$ cat config.mk
export PLATFORM = sky130hd
export DESIGN_NAME = seg7_scan_ctrl
export DESIGN_NICKNAME = d
export VERILOG_FILES = /design/src/rtl/seg7_scan_ctrl.sv
export SDC_FILE = /design/constraint.sdc
export NUM_CORES = 1
export LEC_CHECK = 0
export CAP_MARGIN = 5
export CORE_MARGIN = 2
export CORE_UTILIZATION = 63
export CTS_CLUSTER_DIAMETER = 80
export DETAILED_ROUTE_END_ITERATION = 8
export DONT_BUFFER_PORTS = 1
export PLACE_DENSITY = 0.79
export SETUP_SLACK_MARGIN = 0.1
export SYNTH_ARGS = -nofsm -noshare
export SYNTH_HDL_FRONTEND = slang
export SYNTH_SLANG_ARGS = --single-unit
$ cat constraint.sdc
create_clock -name clk -period 2.4 [get_ports clk]
set_input_delay 0.6 -clock clk [delete_from_list [all_inputs] [get_ports clk]]
set_output_delay 0.6 -clock clk [all_outputs]
set_load 0.01 [all_outputs]
$ cat src/rtl/seg7_scan_ctrl.sv
// Multiplexed 7-segment scan controller: prescaled digit scanning, per-slot
// anode blanking, frame-synchronous display updates and leading-zero blanking.
module seg7_scan_ctrl #(
  parameter int N_DIGITS    = 4,
  parameter int SCAN_DIV    = 1000,
  parameter int BLANK_CYC   = 1,
  parameter int SEG_ACT_LOW = 0,
  parameter int AN_ACT_LOW  = 1
) (
  input  logic                  clk,
  input  logic                  rst_n,
  input  logic                  enable,
  input  logic                  load,
  input  logic [4*N_DIGITS-1:0] value,
  input  logic [N_DIGITS-1:0]   dp_in,
  input  logic                  lzb,
  output logic [6:0]            seg,
  output logic                  dp,
  output logic [N_DIGITS-1:0]   an,
  output logic                  frame_done
);

  localparam int CW = $clog2(SCAN_DIV);
  localparam int IW = (N_DIGITS > 1) ? $clog2(N_DIGITS) : 1;
  localparam logic                SEG_INV = (SEG_ACT_LOW != 0);
  localparam logic                AN_INV  = (AN_ACT_LOW != 0);
  localparam logic [6:0]          SEG_OFF = {7{SEG_INV}};
  localparam logic [N_DIGITS-1:0] AN_OFF  = {N_DIGITS{AN_INV}};

  logic [CW-1:0]              pre;
  logic [IW-1:0]              idx;
  logic [N_DIGITS-1:0][3:0]   disp_val, pend_val;
  logic [N_DIGITS-1:0]        disp_dp, pend_dp;
  logic                       pend_f;
  logic                       pre_last, idx_last, bnd, active, blank;
  logic [3:0]                 nib;
  logic [N_DIGITS-1:0]        upz, onehot;

  function automatic logic [6:0] enc(input logic [3:0] n);
    case (n)
      4'h0: enc = 7'h3F; 4'h1: enc = 7'h06; 4'h2: enc = 7'h5B; 4'h3: enc = 7'h4F;
      4'h4: enc = 7'h66; 4'h5: enc = 7'h6D; 4'h6: enc = 7'h7D; 4'h7: enc = 7'h07;
      4'h8: enc = 7'h7F; 4'h9: enc = 7'h6F; 4'hA: enc = 7'h77; 4'hB: enc = 7'h7C;
      4'hC: enc = 7'h39; 4'hD: enc = 7'h5E; 4'hE: enc = 7'h79; default: enc = 7'h71;
    endcase
  endfunction

  assign pre_last = (pre == CW'(SCAN_DIV - 1));
  assign idx_last = (idx == IW'(N_DIGITS - 1));
  assign bnd      = enable & pre_last & idx_last;

  // upz[i]: digit i and every digit above it are zero
  for (genvar i = 0; i < N_DIGITS; i++) begin : g_upz
    assign upz[i] = ~|disp_val[N_DIGITS-1:i];
  end

  assign nib    = disp_val[idx];
  assign active = enable && (32'(pre) >= BLANK_CYC);
  assign blank  = lzb && (idx != '0) && upz[idx];
  assign onehot = N_DIGITS'(1) << idx;

  always_ff @(posedge clk or negedge rst_n) begin
    if (!rst_n) begin
      pre      <= '0;
      idx      <= '0;
      disp_val <= '0;
      disp_dp  <= '0;
      pend_val <= '0;
      pend_dp  <= '0;
      pend_f   <= 1'b0;
    end else begin
      if (enable) begin
        if (pre_last) begin
          pre <= '0;
          idx <= idx_last ? '0 : idx + 1'b1;
        end else begin
          pre <= pre + 1'b1;
        end
      end
      // A load landing on the boundary bypasses pending straight to display
      if (load && bnd) begin
        disp_val <= value;
        disp_dp  <= dp_in;
        pend_f   <= 1'b0;
      end else if (load) begin
        pend_val <= value;
        pend_dp  <= dp_in;
        pend_f   <= 1'b1;
      end else if (bnd && pend_f) begin
        disp_val <= pend_val;
        disp_dp  <= pend_dp;
        pend_f   <= 1'b0;
      end
    end
  end

  always_ff @(posedge clk or negedge rst_n) begin
    if (!rst_n) begin
      seg        <= SEG_OFF;
      dp         <= SEG_INV;
      an         <= AN_OFF;
      frame_done <= 1'b0;
    end else begin
      seg        <= active ? ((blank ? 7'h00 : enc(nib)) ^ SEG_OFF) : SEG_OFF;
      dp         <= active ? (disp_dp[idx] ^ SEG_INV) : SEG_INV;
      an         <= active ? (onehot ^ AN_OFF) : AN_OFF;
      frame_done <= bnd;
    end
  end

endmodule

-- Word-level counts from Yosys, hierarchy flattened
Memories as Yosys holds them, arrays and structs flattened.
Index checks and enable logic that the tools add are counted.
- div/mod/pow operators: 0
- order comparisons: 2
- multipliers: 0
- shift operators: 1
- bitwise logic cells: 4
- eq/ne operators: 3
- reductions and logical operators: 19
- multiplexer cells: 21
- $add $sub $neg: 2
- operators with widths (operator ; number):
    2-to-1 mux 16 bit ; 3
    2-to-1 mux 4 bit ; 5
    OR reduction 16 bit ; 1
    2-to-1 mux 7 bit ; 2
    OR reduction 12 bit ; 1
    adder 10 x 1 -> 10 bit (second input constant) ; 1
    == test 10 bit (second input constant) ; 1
    greater-or-equal comparator 10 x 1 -> 1 bit (second input constant) ; 1
    2-to-1 mux 10 bit ; 1
    binary-select mux 4 bit (select 2 bit) ; 1
    OR reduction 8 bit ; 1
    2-to-1 mux 1 bit ; 6
    AND reduction 2 bit ; 3
    logical AND 1 bit ; 5
    binary-select mux 1 bit (select 2 bit) ; 2
    logical NOT 1 bit ; 4
    inverter 4 bit ; 1
    nonzero test 2 bit ; 2
    OR reduction 4 bit ; 1
    left shift 1 x 2 -> 4 bit (first input constant) ; 1
    less-than comparator 2 x 3 -> 1 bit (second input constant) ; 1
    nonzero test 3 bit ; 1
    adder 2 x 1 -> 2 bit (second input constant) ; 1
    bitwise AND 1 bit ; 2
    4 further kinds ; 4
- word-level logic and storage cells: 70
- latch bits: 0
- flip-flop bits (word level): 66
- RAM bits: 0
- bits in read-only memories: 112
- output and inout port bits: 13
- memories kept: 1
- input bits: 25
- memories (name ; depth ; bits a word ; rd ports ; clocked after memory_dff ; write ports ; RTL line ; text):
    (name not given) ; 16 ; 7 ; 1 ; 0 ; 0 ; 40 ; case (n)

-- Logic depth before layout (Yosys ltp)
- word-level depth: 7
- mapped depth: 8
- depth with buffers taken out: 6

-- Worst setup path before layout
No wires, ideal clock.
- kind: register to register
- start: register idx[0]
- end: register seg[0]
- data arrival time: 1.994 ns
- required time: 2.258 ns
- period minus slack after synthesis: 2.136 ns
- path buffers: 2
- stages on the path, launching flop included: 9
- slack: 0.264 ns
- setup time: 0.142 ns
- cell sequence: dfrtp_1 -> buf_2 -> mux4_2 -> inv_1 -> ha_1 -> clkbuf_1 -> nand3_1 -> a31oi_1 -> nor3_1
- word-level cells in the longest chain between the ends: 5
- elaborated cells between the ends (all ways): 10
- classes of those cells: 6 x mux; 3 x reduce/logical; 1 x memory
- RTL lines (element ; RTL line ; text):
    start: declaration ; 31 ; logic [IW-1:0] idx;
    start signal: assignment ; 75 ; idx <= idx_last ? '0 : idx + 1'b1;
    binary-select mux 4 bit (select 2 bit) (tied with other cells) ; 57 ; assign nib = disp_val[idx];
    2-to-1 mux 4 bit (implied by the code) (tied with other cells) ; 57 ;
    memory (16 x 7 bit) / logical AND 1 bit (equally long branches) ; n/a ;
    2-to-1 mux 7 bit * (2 in series) ; 104 ; seg <= active ? ((blank ? 7'h00 : enc(nib)) ^ SEG_OFF) : SEG_OFF;
    end signal: assignment ; 104 ;
    end: declaration ; 17 ; output logic [6:0] seg,
Every way passes the cells marked *; elsewhere a longest branch is shown, timed or not. The select of a mux whose other input is x is not followed.
A chain may end at the register's enable or synchronous reset.

-- Final worst setup path
- start: register idx[1]
- end: register seg[0]
Same word-level chain as after synthesis.

==> impl_metrics.json <==
{
  "wl_um": 6350,
  "cp_slowest_stage_delay_ps": 610,
  "layout.nets": 338,
  "ys_seq_elements": 66,
  "path_delay_family": "flip-flops",
  "coreArea_um2": 5070,
  "yosys_warnings": 0,
  "stdcell_count": 374,
  "first_global_vias": 2228,
  "hold_path.class": "primary input to async pin",
  "clkTransAtPathRegs_ps": 60,
  "wl_per_cell_um": 17.0,
  "power_switching_uw": 662,
  "cts_buffer_depth": 2,
  "dieArea_um2": 5830,
  "cts_inserted_buffers": 9,
  "setup_tns_ps": 0,
  "setup_ws_ps": 278,
  "cap_violations": 0,
  "ys_types": 44,
  "synth.yosys.seq_area_share_pct": 50.3,
  "crit_path_end_kind": "register",
  "clkPwrFrac_pct": 35.5,
  "fmax_mhz": 471,
  "setup_viol": 0,
  "crit_type": "register to register",
  "synthCells": 297,
  "synth_ff_type": "dfrtp_1",
  "fp.dieH_um": 76.3,
  "root_buffer": "clkbuf_8",
  "max-vdd-ir-drop_v": 0.000410,
  "slew_viol_final": 0,
  "rsz0062_at_grt": "false",
  "num_vias": 2260,
  "finalHoldViolCount": 0,
  "fin_crit_sh_pct": 88.4,
  "total_power_mw": 2.53,
  "power_density_nw_per_um2": 708,
  "slew_headroom_pct": 59.9,
  "tightest_slew_ps": 598,
  "run_status": "finished, final reports clean",
  "syn_area_um2": 3300,
  "syn_to_final_growth_pct": 8.47,
  "dr.pass1.iters": 5,
  "drtIter0Drc": 136,
  "crit_chain": "inv_2, ha_1, nor4_1, nand3b_1, o31ai_2, nor3_1",
  "cp_data_required_time_ps": 2600,
  "ios": 38,
  "viasPerCell": 6.04,
  "grtUsageTotal_pct": 23.6,
  "crit_path_max_fanout": 12,
  "antenna_left": 0,
  "finalCriticalPeriod_ps": 2120,
  "synth_edf_count": 0,
  "io_buffer_count": 0,
  "combPwrFrac_pct": 12.0,
  "cts_setup_buffers": 0,
  "crit_buf_inv": 1,
  "synth_fp_nets": 335,
  "die_x_um": 76.3,
  "drc_errors": 0,
  "leakage_nw": 1.62,
  "overflow": 0,
  "postSynthAreaPerCell_um2": 11.1,
  "final_layout_size_suffix_gt1_share_pct": 20.4,
  "layout_common_cells": "dfrtp_1 (62), nand2_1 (39), o21ai_0 (28)",
  "num_antenna_cells": 0,
  "grt_max_degree": 63,
  "antenna_found_initial": 0,
  "cellInternalPower_mw": 1.87,
  "dp.cells": 358,
  "switching_share_pct": 26.2,
  "critPathArrivalTime_ps": 2320,
  "grt_pass1_wl_um": 10700,
  "cts_tree": "yes",
  "clock_skew_ps": 8.31,
  "setup.worst_path.start_class": "register",
  "dp_hpwl_um": 4200,
  "rows": 26,
  "clock_latency_ps": 350,
  "p_seq_share_pct": 52.5,
  "async_flop_share_pct": 100,
  "htreeDepth": 3,
  "cts.sinks": 66,
  "slowest_stage": "dfrtp_1",
  "place_ws_ps": 278,
  "final_common_cell": "dfrtp_1",
  "floorplan.initialDensity_pct": 64.9,
  "routabilityCongestion": 0.852,
  "n_fill_cell": 375
}
state kept, by name, summed over array words and instances, names as in the netlist:
register,cells
disp_val,16
pend_val,16
pre,10
seg,7
an,4
disp_dp,4
pend_dp,4
idx,2
dp,1
frame_done,1
pend_f,1
final cells by class:
class | instances | area, µm² | share of cell area, %
inverter | 9 | 33.8 | 0.945
clock inverter | 3 | 40.0 | 1.12
timing repair buffer | 10 | 95.1 | 2.66
clock buffer | 12 | 145 | 4.06
sequential | 66 | 1660 | 46.3
tap | 70 | 87.6 | 2.45
multi-input combinational | 204 | 1520 | 42.4
worst register-to-register path, cell delays in order, from the launching register on:
cell	delay, ps
dfrtp_1	610
inv_2	70
ha_1	230
nor4_1	300
nand3b_1	120
o31ai_2	510
nor3_1	140
routing by layer:
metal	vias up	global-route usage, %	part of all wire [%]
met5	-	0	0
met4	0	9.09	2.1
met3	19	7.23	5.5
met2	60	36.9	48
met1	1112	31.1	44
li1	1069	-	-
cells by family after synthesis:
| family | after synthesis | share of synthesized area (%) |
|---|---|---|
| AND/OR/NAND/NOR | 82 | 12.1 |
| multiplexers | 34 | 14.7 |
| XOR/XNOR | 6 | 1.59 |
| AO/OA/AOI/OAI | 69 | 12.6 |
| adder cells (fa/ha/maj) | 13 | 4.94 |
| flip-flops | 66 | 50.3 |
| buffers and inverters | 27 | 3.83 |
timing repair:
action	in CTS	in global routing
hold buffers	1	0
setup endpoints to repair	0	2
resized for setup	0	1
endpoints found under the hold margin	62	0
cell usage after synthesis, drive strengths merged, types with 3 or more instances:
library cell | number | area share (%)
a21oi | 6 | 0.91
buf | 8 | 1.7
clkbuf | 10 | 1.1
dfrtp | 62 | 47
dfstp | 4 | 3.2
ha | 13 | 4.9
inv | 9 | 1.0
mux2 | 25 | 11
mux2i | 6 | 1.8
mux4 | 3 | 2.0
nand2 | 39 | 4.4
nand3 | 5 | 0.76
nand3b | 3 | 0.68
nand4 | 4 | 0.95
nor2 | 15 | 1.8
nor3 | 4 | 0.61
nor4 | 5 | 1.4
o21ai | 29 | 4.4
o22ai | 20 | 3.8
o31ai | 3 | 0.84
xnor2 | 6 | 1.6
path summary, 6_finish.rpt:
check / from / endpoint / slack (ps) / depth (start not counted)
worst min-delay path: rst_n / an[2] / 90 / 0
worst min register to register: pend_f / pend_f / 480 / 2
max in group asynchronous: rst_n / pend_val[10] / 2030 / 1
worst max register to register: idx[1] / seg[0] / 280 / 6
worst max-delay path: idx[1] / seg[0] / 280 / 6
min in group clk: value[8] / pend_val[8] / 400 / 1
power by group through the flow:
stage / combinational (mW) / clock (mW) / sequential, mW
global route: 0.343 / 0.966 / 1.34
detailed placement: 0.278 / 0 / 1.34
finish: 0.303 / 0.899 / 1.33
global placement: 0.259 / 0 / 1.34
floorplan: 0.276 / 0 / 1.28
CTS: 0.306 / 0.912 / 1.32
per-stage QoR:
step	area, µm²	utilization (%)	hold WS [ps]
global placement	3360	66.2	306
detailed placement	3360	66.2	306
floorplan	3300	-	304
finish	3570	70.4	94.9
global route	3570	70.4	77.0
CTS	3570	70.4	84.4
(Power assumes the default switching activity.)
